$ cat src/rtl/fetch_prefetch_unit_pkg.sv
// Shared constants for the instruction-fetch front end.
package fetch_prefetch_unit_pkg;

    localparam int unsigned FetchXlen  = 32;
    localparam logic [31:0] NopInstr   = 32'h0000_0013;
    localparam logic [31:0] ResetPcDef = 32'h0000_0000;
    localparam int unsigned PcStep     = 4;

endpackage

$ cat src/rtl/fetch_prefetch_unit_queue.sv
// Circular prefetch FIFO of {instr, pc}; flush wins over a same-cycle push.
module fetch_prefetch_unit_queue #(
    parameter int unsigned XLEN   = 32,
    parameter int unsigned QDEPTH = 4,
    parameter int unsigned CntW   = $clog2(QDEPTH) + 1
) (
    input  logic            i_clk,
    input  logic            i_rst,
    input  logic            i_push,
    input  logic            i_pop,
    input  logic            i_flush,
    input  logic [XLEN-1:0] i_instr,
    input  logic [XLEN-1:0] i_pc,
    output logic [XLEN-1:0] o_instr,
    output logic [XLEN-1:0] o_pc,
    output logic [CntW-1:0] o_count
);

    localparam int unsigned PtrW = $clog2(QDEPTH);

    logic [XLEN-1:0] instr_mem [QDEPTH];
    logic [XLEN-1:0] pc_mem    [QDEPTH];
    logic [PtrW-1:0] wr_ptr_q, wr_ptr_d, rd_ptr_q, rd_ptr_d;
    logic [CntW-1:0] count_q, count_d;
    logic            wr_en, rd_en, full;

    assign full = (count_q == CntW'(QDEPTH));

    always_comb begin
        wr_en    = i_push && !i_flush;
        rd_en    = i_pop && (count_q != '0) && !i_flush;
        wr_ptr_d = wr_ptr_q + PtrW'(wr_en);
        rd_ptr_d = rd_ptr_q + PtrW'(rd_en);
        count_d  = count_q + CntW'(wr_en) - CntW'(rd_en);
        if (i_flush) begin
            wr_ptr_d = '0;
            rd_ptr_d = '0;
            count_d  = '0;
        end
    end

    always_ff @(posedge i_clk or negedge i_rst) begin
        if (!i_rst) begin
            wr_ptr_q <= '0;
            rd_ptr_q <= '0;
            count_q  <= '0;
        end else begin
            wr_ptr_q <= wr_ptr_d;
            rd_ptr_q <= rd_ptr_d;
            count_q  <= count_d;
        end
    end

    // Payload storage needs no reset: count_q qualifies every read.
    always_ff @(posedge i_clk) begin
        if (wr_en) begin
            instr_mem[wr_ptr_q] <= i_instr;
            pc_mem[wr_ptr_q]    <= i_pc;
        end
    end

    assign o_instr = instr_mem[rd_ptr_q];
    assign o_pc    = pc_mem[rd_ptr_q];
    assign o_count = count_q;

    // The issue credit must make a push into a full queue impossible.
    a_no_overflow: assert property (@(posedge i_clk) disable iff (!i_rst)
        !(i_push && !i_flush && full && !i_pop));

endmodule

$ cat src/rtl/fetch_prefetch_unit.sv
// Fetch front end: owns the fetch PC, issues imem word requests and feeds decode from a
// prefetch queue, honouring stall, redirect and the single-step clock enable.
module fetch_prefetch_unit
    import fetch_prefetch_unit_pkg::*;
#(
    parameter int unsigned     XLEN      = FetchXlen,
    parameter logic [XLEN-1:0] RESET_PC  = XLEN'(ResetPcDef),
    parameter int unsigned     QDEPTH    = 4,
    parameter int unsigned     MAX_OUTST = 2
) (
    input  logic            i_clk,
    input  logic            i_rst,
    input  logic            i_clk_en,
    input  logic            i_stall_f,
    input  logic            i_redirect,
    input  logic [XLEN-1:0] i_redirect_pc,
    output logic            o_imem_req,
    output logic [XLEN-1:0] o_imem_addr,
    input  logic            i_imem_gnt,
    input  logic            i_imem_rvalid,
    input  logic [XLEN-1:0] i_imem_rdata,
    output logic            o_valid_f,
    output logic [XLEN-1:0] o_instr_f,
    output logic [XLEN-1:0] o_pc_f,
    output logic [XLEN-1:0] o_pc_plus4_f,
    output logic            o_misalign_f
);

    localparam int unsigned CntW = $clog2(QDEPTH) + 1;
    localparam int unsigned OutW = $clog2(MAX_OUTST + 1);

    logic [XLEN-1:0] fetch_pc_q, fetch_pc_d;
    logic [OutW-1:0] outst_q, outst_d;
    logic [OutW-1:0] drop_q, drop_d;
    logic            misalign_q, misalign_d;
    logic [CntW-1:0] q_count;
    logic [XLEN-1:0] head_instr, head_pc;
    logic            credit_ok, req, fire, push, pop, valid;

    // Credit covers both buffered entries and words still in flight.
    assign credit_ok = (32'(outst_q) + 32'(q_count) < QDEPTH) && (32'(outst_q) < MAX_OUTST);
    assign req       = i_clk_en && !i_redirect && credit_ok;
    assign fire      = req && i_imem_gnt;
    assign push      = i_imem_rvalid && (drop_q == '0) && !i_redirect;
    assign valid     = (q_count != '0);
    assign pop       = valid && i_clk_en && !i_stall_f && !i_redirect;

    always_comb begin
        fetch_pc_d = fetch_pc_q;
        outst_d    = outst_q + OutW'(fire) - OutW'(i_imem_rvalid);
        drop_d     = drop_q;
        misalign_d = 1'b0;
        if (i_imem_rvalid && (drop_q != '0)) begin
            drop_d = drop_q - OutW'(1);
        end
        if (fire) begin
            fetch_pc_d = fetch_pc_q + XLEN'(PcStep);
        end
        if (i_redirect) begin
            fetch_pc_d = {i_redirect_pc[XLEN-1:2], 2'b00};
            // Everything still in flight after this cycle belongs to the old path.
            drop_d     = outst_d;
            misalign_d = |i_redirect_pc[1:0];
        end
    end

    always_ff @(posedge i_clk or negedge i_rst) begin
        if (!i_rst) begin
            fetch_pc_q <= RESET_PC;
            outst_q    <= '0;
            drop_q     <= '0;
            misalign_q <= 1'b0;
        end else begin
            fetch_pc_q <= fetch_pc_d;
            outst_q    <= outst_d;
            drop_q     <= drop_d;
            misalign_q <= misalign_d;
        end
    end

    fetch_prefetch_unit_queue #(
        .XLEN   (XLEN),
        .QDEPTH (QDEPTH),
        .CntW   (CntW)
    ) u_queue (
        .i_clk   (i_clk),
        .i_rst   (i_rst),
        .i_push  (push),
        .i_pop   (pop),
        .i_flush (i_redirect),
        .i_instr (i_imem_rdata),
        .i_pc    (fetch_pc_q - XLEN'(PcStep) * XLEN'(outst_q)),
        .o_instr (head_instr),
        .o_pc    (head_pc),
        .o_count (q_count)
    );

    assign o_imem_req   = req;
    assign o_imem_addr  = fetch_pc_q;
    assign o_valid_f    = valid;
    assign o_instr_f    = valid ? head_instr : XLEN'(NopInstr);
    assign o_pc_f       = valid ? head_pc : '0;
    assign o_pc_plus4_f = o_pc_f + XLEN'(PcStep);
    assign o_misalign_f = misalign_q;

endmodule

$ cat config.mk
export PLATFORM = sky130hd
export DESIGN_NAME = fetch_prefetch_unit
export DESIGN_NICKNAME = d
export VERILOG_FILES = /design/src/rtl/fetch_prefetch_unit_pkg.sv /design/src/rtl/fetch_prefetch_unit_queue.sv /design/src/rtl/fetch_prefetch_unit.sv
export SDC_FILE = /design/constraint.sdc
export NUM_CORES = 1
export LEC_CHECK = 0
export CAP_MARGIN = 5
export CORE_UTILIZATION = 45
export DETAILED_ROUTE_END_ITERATION = 8
export PLACE_DENSITY = 0.68
export REMOVE_ABC_BUFFERS = 1
export SLEW_MARGIN = 10
export SYNTH_ARGS = -nofsm -noshare
export SYNTH_HDL_FRONTEND = slang
export SYNTH_SLANG_ARGS = --single-unit
$ cat constraint.sdc
create_clock -name i_clk -period 14.1 [get_ports i_clk]
set_input_delay 2.82 -clock i_clk [delete_from_list [all_inputs] [get_ports i_clk]]
set_output_delay 2.82 -clock i_clk [all_outputs]
set_load 0.03 [all_outputs]
==> metrics, run 1 <==
initial antenna violation count=0; period utilization=0.510; htree depth=1; CP Launch Type=flip-flop; FP Rows=62; final hold slack=557 ps; Syn. warnings=0; Buffers on Ports=195; max cap viols=0; Pleak=5.68 nW; Post-synth top flop=edfxtp_1; Worst-Skew Late Latency=540 ps; # Post-CTS Setup Buffers=0; final hold vios=0; Seq/Total Area, Yosys=0.643; TritonCTS Buffers=31; vias in the first global route=8053; drt drc=0; FF+latch area=8510 µm²; largest net degree at the start of global routing=72; Post-Layout Inst Area=16500 µm²; crit path DAT=4370 ps; Post-Synthesis Cells=886; Core ar.=28800 µm²; nature of the critical path endpoint=output pin; WL/cell=19.0 µm; status=completed; Clock Tree Buf Depth=3; Layout Skew=13.3 ps; setup_tns=0 ps; routed wire length=28.0 mm; clk sinks=290; Synth Register Bits=290; Top Ports=202; initial drt markers=538; fin crit period=7190 ps; gp weighted congestion=0.792; HP Class=reg -> reg; share of synthesized registers carrying an async set or reset=0.145; Setup Viol. Count Final=0; CTS Hold Bufs=0; PostCTS Resize Cnt=0; DR vias=8000; via/cell ratio=5.42; Pwr Density=164 nW/µm²; Syn Area/Cell=14.9 µm²; total gr overflow=0; Worst VDD drop=0.107 mV; layout cells sized above 1=0.137; Power, Total=2.71 mW; post-place instance area=15500 µm²; fillcell total=2265; Max Clock Freq=139 MHz; clk root buf=clkbuf_16; CTS tree=done; first-pass GRT wire length=44.4 mm; Reg clk slew, reported paths=60 ps; footprint of the multi-input gates=4370 µm²; CP Data Required Time=11280 ps; Netlist Area Pre-Place=13200 µm²; Die Span Y=173 µm; die width=173 µm; Ant. Diodes=0; Post-synth EDFFs=248; number of distinct library cells after synthesis=59; gr usage total=0.188; Final ANT Viol Nets=0; Max Slew Vio Count=0; fin nets=1153; kind of critical path=reg -> out; Area growth syn-to-layout=24.9%; RSZ-0062 raised after global routing=false; initial core utilization=0.459; die area=30100 µm²; Max Fanout on Critical Path=56; Final Util=0.574; worst slew pin tran=1060 ps; Slew headroom=0.295; DPL Wire Length=17.8 mm; DRT Pass-1 Iters=6
[critical path: stages, from the launching register on]
cell and delay (ps):
dfrtp_4 650, buf_4 860, mux4_2 440, and3_1 220, o211a_2 250, nand2_1 160
nor4_1 360, xor2_1 180, clkdlybuf4s50_1 690
[stage by stage]
| stage | setup slack [ps] | instances |
|---|---|---|
| 6_report | 6910 | 1476 |
| 5_1_grt | 6550 | 1476 |
| 4_1_cts | 6770 | 1476 |
| 3_5_place_dp | 7030 | 1419 |
| 3_3_place_gp | 7030 | 1419 |
| 2_1_floorplan | 5830 | 832 |
[power by group]
part	leakage, nW	total [mW]	internal (mW)	switching (mW)
logic	2.40	0.834	0.335	0.499
registers	2.76	1.04	1.00	0.0434
clock network	0.516	0.828	0.512	0.316
[synthesized netlist by cell type (7+ instances only)]
cell type,number,area (µm²)
edfxtp_1,248,7450
dfrtp_1,42,1050
mux4_2,64,1440
o21ai_0,11,55.1
nand4_1,11,68.8
nor2b_1,7,43.8
clkbuf_1,31,116
a221o_1,10,100
nand2_1,75,282
xnor2_1,32,280
o21ai_1,19,95.1
nor3_1,23,115
nand3_1,21,105
buf_4,9,67.6
and2_1,55,344
xor2_1,38,333
ha_1,12,150
inv_1,25,93.8
buf_2,13,65.1
and3_1,9,56.3
nor4_1,10,62.6
nor2_1,39,146
[layer usage]
metal	share of wire	wire length (µm)	global-route usage	vias to the layer above
met2	0.49	13700	0.314	226
met4	0.015	428	0.0409	0
li1	-	-	-	3685
met3	0.052	1470	0.0257	36
met5	0	0	0	-
met1	0.44	12400	0.263	4053
[cell usage in the layout (no fill, tap or decap), types with 6 or more instances in the layout]
cell type,netlist,routed
nor4_1,10,10
o21ai_0,11,11
or3_1,6,6
ha_1,12,12
a221o_1,10,10
clkdlybuf4s50_1,0,193
and3_1,9,8
xnor2_1,32,32
nand3_1,21,21
buf_4,9,8
clkbuf_16,0,31
nand2b_1,6,6
inv_1,25,25
xor2_1,38,38
conb_1,1,6
bufinv_16,0,6
and2_1,55,55
nor3_1,23,21
edfxtp_1,248,248
dfrtp_1,42,40
o21ai_1,19,19
clkinv_2,0,6
mux4_2,64,64
nand2_1,75,75
nand4_1,11,11
clkbuf_1,31,6
nor2_1,39,38
nor3_2,4,6
nor2b_1,7,7
clkinv_1,0,6
[path summary, 6_finish.rpt]
kind | start | endpoint | slack [ps] | cells after the start
worst max-delay path | u_queue.rd_ptr_q[0] | o_pc_plus4_f[30] | 6910 | 8
worst min-delay path | o_imem_addr[31] | o_imem_addr[31] | 560 | 1
worst max register to register | outst_q[1] | drop_q[1] | 10910 | 12
worst min register to register | o_imem_addr[31] | o_imem_addr[31] | 560 | 1
max in group asynchronous | i_rst | u_queue.rd_ptr_q[0] | 10900 | 1
min in group asynchronous | i_rst | o_imem_addr[30] | 2450 | 1
[area by class of cell]
cell class	count	area share
Clock buffer	37	0.0483
Clock inverter	20	0.0152
Inverter	28	0.00637
Multi-Input combinational cell	514	0.265
Sequential cell	290	0.515
Tap cell	384	0.0291
Timing Repair Buffer	203	0.121
[state kept, by name (all words and copies together), names as in the netlist]
register and count:
outst_q 2, u_queue.wr_ptr_q 2, drop_q 2, o_misalign_f 1, u_queue.rd_ptr_q 2, u_queue.pc_mem 120
o_imem_addr 30, u_queue.instr_mem 128, u_queue.o_count 3
[kinds of logic after synthesis]
family                   synth area share
flip-flops                          0.643
AO/OA/AOI/OAI                      0.0302
buffers and inverters              0.0296
AND/OR/NAND/NOR                     0.126
other                            0.000284
XOR/XNOR                           0.0464
multiplexers                        0.110
adder cells (fa/ha/maj)            0.0144
No activity file was read; power rests on OpenSTA's default activity.
==> inputs of run 2 (changes only) <==
==> constraint.sdc (replaced) <==
create_clock -name i_clk -period 7.4 [get_ports i_clk]
set_input_delay 1.48 -clock i_clk [delete_from_list [all_inputs] [get_ports i_clk]]
set_output_delay 1.48 -clock i_clk [all_outputs]
set_load 0.03 [all_outputs]
==> metrics, run 2 (synthesis gave the netlist of run 1 again) <==
Clock Tree Buf Depth=3 (unchanged); FP Rows=62 (unchanged); total gr overflow=0 (unchanged); via/cell ratio=5.30 (-2.3%); DRT Pass-1 Iters=4 (-2); TritonCTS Buffers=30 (-3.2%); non-filler cells, final=1474 (-0.14%); htree depth=1 (unchanged); Setup Viol. Count Final=0 (unchanged); DR vias=7805 (-2.4%); Power, Total=5.07 mW (+88%); worst r2r path cells=12 (unchanged); status=completed; Pleak=5.64 nW (-0.65%); GR Util met3=0.0292 (+0.00351); most frequent cells in the layout=248 x edfxtp_1, 193 x clkdlybuf4s50_1, 75 x nand2_1; Worst-Skew Late Latency=540 ps (about the same); gp weighted congestion=0.813 (+2.6%); initial antenna violation count=0 (unchanged); RSZ-0062 raised after global routing=false; Worst VDD drop=0.164 mV (+53%); max cap viols=0 (unchanged); most common cell after layout, fill and taps aside=edfxtp_1; CP endpoint=o_pc_plus4_f[28]; first-pass GRT wire length=44.5 mm (+0.26%); reg2reg end=drop_q[1]; WL/cell=19.1 µm (+0.63%); CTS Hold Bufs=0 (unchanged); Layout Skew=10.8 ps (-2.55 ps); Post-Layout Inst Area=16400 µm² (-0.38%); FF+latch area=8510 µm² (unchanged); Reg with most FFs=u_queue.instr_mem; initial core utilization=0.459 (unchanged); clk root buf=clkbuf_16; placed insts=1419 (unchanged); Core ar.=28800 µm² (unchanged); Die Span Y=173 µm (unchanged); fin crit period=5890 ps; most used routing layer=met2; die area=30100 µm² (unchanged); # Post-CTS Setup Buffers=0 (unchanged); launch point of the worst path=u_queue.rd_ptr_q[0]; met1 Resource Use GR=0.262 (-0.000916); max reg flops=128 (unchanged); vias in the first global route=8050 (-0.037%); Ant. Diodes=0 (unchanged); nature of the critical path endpoint=output pin; fin nets=1152 (-0.087%); footprint of the multi-input gates=4370 µm² (unchanged); Max Clock Freq=170 MHz; CTS tree=done; setup_tns=0 ps (unchanged); drt drc=0 (unchanged); Max Slew Vio Count=0 (unchanged); GR Util met2=0.317 (+0.00301); kind of critical path=reg -> out; Top Ports=202 (unchanged); die width=173 µm (unchanged); layout cells sized above 1=0.136 (-0.00158); DPL Wire Length=18.5 mm (+3.9%); setup slack, reg-to-reg=4230 ps (-6680 ps); Pwr Density=308 nW/µm² (+88%); Final ANT Viol Nets=0 (unchanged); Slew headroom=0.304 (+0.00886); final hold vios=0 (unchanged); crit path DAT=4410 ps (+40 ps); routed wire length=28.1 mm (+0.49%); period utilization=0.797; post-place instance area=15500 µm² (unchanged); fillcell total=2318 (+2.3%); initial drt markers=528 (-1.9%); CP Launch Type=flip-flop; Buffers on Ports=195 (unchanged); HP Start=outst_q[0]; Reg-to-Reg Start=outst_q[1]; gr usage total=0.190 (+0.00217); final hold slack=589 ps (+31.4 ps); clk sinks=290 (unchanged); largest net degree at the start of global routing=72 (unchanged); Area growth syn-to-layout=24.5%; PostCTS Resize Cnt=0 (unchanged); Max Fanout on Critical Path=38 (-32%); HP Class=reg -> reg; worst slew pin tran=1040 ps (-13.3 ps); Reg clk slew, reported paths=60 ps (about the same); CP Data Required Time=5920 ps (-5360 ps)
==> run 2: changes by cell type in the layout (fill, tap and decap cells not counted), sizes merged <==
cell / before / now
clkinvlp: 0 / 2
inv: 30 / 28
bufinv: 6 / 4
==> run 2: report_power, final <==
part / internal [mW] / switching [mW] / total (mW)
combinational: 0.638 / 0.951 / 1.59
sequential: 1.91 / 0.0885 / 1.99
clock: 0.900 / 0.589 / 1.49
total: 3.44 / 1.63 / 5.07
==> run 2: worst min path at each step <==
stage	cells after the start	to	slack (ps)
after floorplan	2	drop_q[1]	520
after global placement	1	o_imem_addr[31]	550
after detailed placement	1	o_imem_addr[31]	560
after CTS	2	drop_q[1]	600
after global routing	1	o_imem_addr[31]	630
final	1	outst_q[0]	590
==> run 2: per-layer routing <==
metal,wire length [µm],share of wire
met5,0,0
met4,513,0.018
met3,1430,0.051
met2,13700,0.49
met1,12500,0.44
==> run 2: through the flow <==
step | setup WS (ps) | util
2_1_floorplan | 467 | -
3_3_place_gp | 2030 | 0.537
3_5_place_dp | 1990 | 0.537
4_1_cts | 1410 | 0.572
5_1_grt | 1160 | 0.572
6_report | 1510 | 0.572
==> run 2: area by class of cell <==
type / instances / share of cell area
clock buffers: 37 / 0.0485
clock inverters: 18 / 0.0114
inverters: 28 / 0.00639
multi-input cells: 514 / 0.266
flip-flops and latches: 290 / 0.517
well taps: 384 / 0.0292
repair buffers: 203 / 0.122
==> run 2: worst max-delay path, cell delays in order (launching register included) <==
cell and delay, ps:
dfrtp_4 930, buf_4 650, mux4_2 390, and3_1 230
o211a_2 270, nand2_1 150, nor4_1 350, xor2_1 190
clkdlybuf4s50_1 690
==> inputs of run 3 (changes only) <==
==> constraint.sdc (replaced) <==
create_clock -name i_clk -period 5.8 [get_ports i_clk]
set_input_delay 1.16 -clock i_clk [delete_from_list [all_inputs] [get_ports i_clk]]
set_output_delay 1.16 -clock i_clk [all_outputs]
set_load 0.03 [all_outputs]
==> metrics, run 3 (synthesis gave the netlist of run 1 again) <==
status=completed; reg2reg end=o_imem_addr[7]; launch point of the worst path=u_queue.rd_ptr_q[0]; initial antenna violation count=0 (unchanged); Crit. path cell count=10 (+2); die width=173 µm (unchanged); TritonCTS Buffers=30 (unchanged); CP Launch Type=flip-flop; Top Ports=202 (unchanged); fin crit period=5210 ps; Ant. Diodes=0 (unchanged); Pwr Density=400 nW/µm² (+30%); Worst VDD drop=0.223 mV (+36%); final hold vios=0 (unchanged); DRT Pass-1 Iters=5 (+1); max cap viols=0 (unchanged); FP Rows=62 (unchanged); Setup Viol. Count Final=0 (unchanged); period utilization=0.898; vias in the first global route=8064 (+0.17%); htree depth=1 (unchanged); DR vias=7953 (+1.9%); CP max stage cell=dfrtp_4; Power, Total=6.63 mW (+31%); first-pass GRT wire length=45.8 mm (+2.9%); total gr overflow=0 (unchanged); CP Data Required Time=4640 ps (-1280 ps); Max Clock Freq=192 MHz; Layout Skew=9.12 ps (-1.64 ps); Area growth syn-to-layout=25.4%; Reg clk slew, reported paths=60 ps (about the same); fillcell total=2279 (-1.7%); kind of critical path=reg -> out; Worst-Skew Late Latency=550 ps (about the same); layout cells sized above 1=0.141 (+0.00564); GR Util met3=0.0283 (-0.000877); fin nets=1157 (+0.43%); Max Slew Vio Count=0 (unchanged); Buffers on Ports=195 (unchanged); Final ANT Viol Nets=0 (unchanged); critical-path cell list=mux4_2, nand2_1, inv_1, ha_1, inv_1, nor2_1, nand4_2, nor4_1, xor2_1, clkdlybuf4s50_1; CP endpoint=o_pc_plus4_f[28]; Reg-to-Reg Start=outst_q[1]; CTS Hold Bufs=0 (unchanged); worst r2r path cells=8 (-4); HP Start=o_imem_addr[31]; number of buffers and inverters on the critical path=3 (+1); max reg flops=128 (unchanged); nature of the critical path endpoint=output pin; DPL Wire Length=19.4 mm (+5.2%); Clock Tree Buf Depth=3 (unchanged); Reg with most FFs=u_queue.instr_mem; clk sinks=290 (unchanged); Max Fanout on Critical Path=37 (-2.6%); final hold slack=557 ps (-31.3 ps); gr usage total=0.196 (+0.00621); crit-path max cell delay=840 ps (-90 ps); most frequent cells in the layout=248 x edfxtp_1, 193 x clkdlybuf4s50_1, 75 x nand2_1; die area=30100 µm² (unchanged); crit path DAT=4050 ps (-360 ps); setup slack, reg-to-reg=2620 ps (-1610 ps); CTS tree=done; # Post-CTS Setup Buffers=0 (unchanged); Largest delay share family, worst path=simple AND/OR/NAND/NOR gates; worst slew pin tran=960 ps (-84.1 ps); routed wire length=29.0 mm (+3.2%); via/cell ratio=5.37 (+1.5%); initial drt markers=514 (-2.7%); clk root buf=clkbuf_16; Slew headroom=0.360 (+0.0561); gp weighted congestion=0.819 (+0.81%); drt drc=0 (unchanged); cell mode on critical path=inv_1; largest net degree at the start of global routing=63 (-13%); PostCTS Resize Cnt=0 (unchanged); setup_tns=0 ps (unchanged); Core ar.=28800 µm² (unchanged); HP Class=reg -> reg; most common cell after layout, fill and taps aside=edfxtp_1; GR Util met2=0.328 (+0.0117); initial core utilization=0.459 (unchanged); most used routing layer=met2; Pleak=5.71 nW (+1.2%); RSZ-0062 raised after global routing=false; WL/cell=19.6 µm (+2.8%); met1 Resource Use GR=0.267 (+0.00512); Die Span Y=173 µm (unchanged)
[run 3: final cells by class]
cell class	instances	area [µm²]	share of cell area
sequential	290	8510	0.513
multi-input combinational	514	4370	0.264
timing repair buffer	208	2040	0.123
clock buffer	42	857	0.0517
tap	384	480	0.0290
clock inverter	14	218	0.0131
inverter	28	105	0.00634
[run 3: per-layer routing]
layer  share of wire  routed length [µm]  vias to the layer above
met5               0                   0                        -
li1                -                   -                     3692
met1            0.43               12600                     3962
met4           0.021                 613                        0
met3           0.056                1640                       37
met2            0.49               14200                      262
[run 3: where the power goes]
| group | total, mW | switching (mW) | leakage, nW | internal, mW |
|---|---|---|---|---|
| registers | 2.54 | 0.113 | 2.76 | 2.43 |
| logic | 2.03 | 1.22 | 2.43 | 0.816 |
| clock network | 2.05 | 0.759 | 0.522 | 1.29 |
| total | 6.63 | 2.09 | 5.71 | 4.54 |
[run 3: stage by stage]
step	instance area, µm²	setup slack (ps)	utilization	std cells
finish	16600	593	0.576	1480
CTS	16600	519	0.576	1480
floorplan	12900	-813	-	832
global route	16600	264	0.576	1480
global placement	15500	1140	0.539	1424
detailed placement	15500	1120	0.539	1424
[run 3: worst min path at each step]
stage                       to  cells after the start
4_1_cts        o_imem_addr[31]                      1
2_1_floorplan        drop_q[1]                      2
6_report       o_imem_addr[31]                      1
5_1_grt        o_imem_addr[31]                      1
3_3_place_gp   o_imem_addr[31]                      1
3_5_place_dp   o_imem_addr[31]                      1
==> RTL edit: new RTL, flow settings as in run 3 <==
`QDEPTH` is set to 4 in 2 places; all go to 8.
--- a/src/rtl/fetch_prefetch_unit_queue.sv
+++ b/src/rtl/fetch_prefetch_unit_queue.sv
@@ -1,7 +1,7 @@
 // Circular prefetch FIFO of {instr, pc}; flush wins over a same-cycle push.
 module fetch_prefetch_unit_queue #(
     parameter int unsigned XLEN   = 32,
-    parameter int unsigned QDEPTH = 4,
+    parameter int unsigned QDEPTH = 8,
     parameter int unsigned CntW   = $clog2(QDEPTH) + 1
 ) (
     input  logic            i_clk,
--- a/src/rtl/fetch_prefetch_unit.sv
+++ b/src/rtl/fetch_prefetch_unit.sv
@@ -5,7 +5,7 @@
 #(
     parameter int unsigned     XLEN      = FetchXlen,
     parameter logic [XLEN-1:0] RESET_PC  = XLEN'(ResetPcDef),
-    parameter int unsigned     QDEPTH    = 4,
+    parameter int unsigned     QDEPTH    = 8,
     parameter int unsigned     MAX_OUTST = 2
 ) (
     input  logic            i_clk,
Behaviour: not the same (Yosys sat finds a counterexample within 4 cycles, from zero or initial values and one cycle with i_rst low).
==> RTL edit against run 3 <==
Fmax fell by 7.1%; critical path type unchanged; combinational power grew 54%; sequential cell count grew 251; final area rose by 64%; largest cell class unchanged; critical endpoint is now o_pc_plus4_f[31]; total power rose by 67%; first-iteration DRC count rose by 74%; setup slack worse by 0.40 ns; routed wire length grew 74%; area after synthesis grew 72%; sequential power up 81%.
==> RTL edit: results (changes against run 3) <==
Status
  • Outcome: completed

Yosys
  • Synth top cells by count: 496 x edfxtp_1, 99 x mux2i_1, 98 x mux4_2, 84 x nor2_1, 64 x nand2_1
  • Mux share of post-synthesis cell area: 14.2% (+3.2 points)
  • Xor/xnor share of the synthesized area: 2.61% (-2.0 points)
  • Synth area leaders: edfxtp_1 65%, mux4_2 9.7%, dfrtp_1 4.9%
  • Yosys cell types: 61 (+3.4%)
  • Compound-Gate Fraction of Synth Area: 2.92% (-0.10 points)
  • Syn. warnings: 0 (unchanged)
  • Asr flop ratio synth: 8.32% (-6.2 points)
  • Synth Area in Adders: 1.05% (-0.38 points)
  • Number of synthesized flops with an enable pin: 496 (+100%)
  • Seq/Total Area, Yosys: 70.3% (+6.0 points)

Final layout
  • Fin nets: 1620 (+40%)
  • Layout cells sized above 1: 15.0% (+0.87 points)
  • Commonest non-fill, non-tap cell in the layout: edfxtp_1
  • Max reg flops: 256 (+100%)
  • Largest reg by FF count: u_queue.instr_mem

Drt
  • WL per Instance: 22.5 um (+14%)
  • Max Used Layer: met4
  • M1 wire length: 21900 um (+75%)
  • Detailed Route Iter0 Violations: 893 (+74%)
  • WL met3: 3030 um (+85%)
  • Met2 Wirelength: 24500 um (+72%)
  • Vias: 12400 (+56%)

Timing
  • Clock Skews: 0.0288 ns (+0.0197 ns)
  • Fin. max-slew vios: 0 (unchanged)
  • Worst-Margin Slew: 1.22 ns (+0.259 ns)

CTS
  • Num CTS Buffers: 53 (+77%)
  • Number of H-tree levels: 2 (+1)
  • Clock Path Buffers: 3 (unchanged)
  • Clock transition at the registers of the reported paths: 0.06 ns (about the same)
  • Post-cts sizing count: 0 (unchanged)
  • Root Driver: clkbuf_16
  • Clock latency on the worst-skew pair: 0.62 ns (+0.07 ns)

Setup path
  • Slowest CP cell: clkdlybuf4s50_1
  • Max incr delay on CP: 0.69 ns (-0.15 ns)
  • Crit path max fanout: 21 (-43%)
  • Worst setup path category: reg -> out
  • Critical path data arrival time: 4.45 ns (+0.40 ns)

Place
  • Final Wtd Congestion: 0.817 (-0.24%)
  • Port Buffers: 195 (unchanged)
  • Pre-CTS worst setup slack: 0.747 ns (-0.370 ns)
  • Area after DPL: 25500 um2 (+65%)
  • Dpl hpwl: 30600 um (+57%)

Pwr
  • Pleak: 0.00867 uW (+52%)
  • Maximum VDD drop: 0.000208 V (-6.6%)

GRT
  • Total track usage: 19.9% (+0.26 points)
  • First-pass GRT wire length: 76100 um (+66%)
  • Vias in the first global route: 12800 (+58%)
  • Largest net degree at the start of global routing: 81 (+29%)
==> RTL edit: worst max-delay path, delay by kind of cell (launching register included) <==
kind,cells,cell delay (ns)
compound gates,2,0.56
xor+xnor,1,0.18
buf+inv,1,0.69
flops,1,0.65
simple gates,4,1.73
==> RTL edit: layout make-up <==
| cell class | instances | area, um2 |
|---|---|---|
| clock buffer | 72 | 1430 |
| clock inverter | 24 | 262 |
| fill | 3986 | 22800 |
| inverter | 26 | 97.6 |
| multi-input combinational | 684 | 6320 |
| sequential | 541 | 16000 |
| tap | 672 | 841 |
| timing repair buffer | 225 | 2250 |
==> RTL edit: worst paths after layout <==
check	from	slack, ns	end	depth (start not counted)
worst max-delay path	u_queue.rd_ptr_q[2]	0.19	o_pc_plus4_f[31]	8
worst min-delay path	drop_q[1]	0.58	drop_q[1]	2
worst max register to register	outst_q[1]	2.22	u_queue.pc_mem[4][31]	7
worst min register to register	drop_q[1]	0.58	drop_q[1]	2
max in group asynchronous	i_rst	4.67	u_queue.rd_ptr_q[0]	2
min in group asynchronous	i_rst	0.64	o_imem_addr[26]	2
==> RTL edit: cell families after synthesis <==
| group | count (synthesis) |
|---|---|
| compound gates | 100 |
| xor+xnor | 68 |
| fa+ha+maj | 18 |
| buf+inv | 108 |
| flops | 541 |
| mux | 200 |
| other cells | 1 |
| simple gates | 292 |
==> RTL edit: where the power goes <==
part | switching, uW | internal (uW) | total, uW | leakage, uW
Clock | 1440 | 1870 | 3310 | 0.000816
Sequential | 115 | 4480 | 4600 | 0.00503
Combinational | 1940 | 1200 | 3130 | 0.00282
==> RTL edit: metal layers <==
metal  track usage [%]  vias up
li1                  -     5605
met1              27.3     6380
met2              32.6      393
met3              3.67       61
met4              5.28        0
met5                 0        -
==> RTL edit: stage by stage <==
| stage | cells | setup TNS (ns) |
|---|---|---|
| after global routing | 2244 | 0 |
| after global placement | 2148 | 0 |
| after CTS | 2244 | 0 |
| after floorplan | 1251 | -174.86 |
| after detailed placement | 2148 | 0 |
| final | 2244 | 0 |
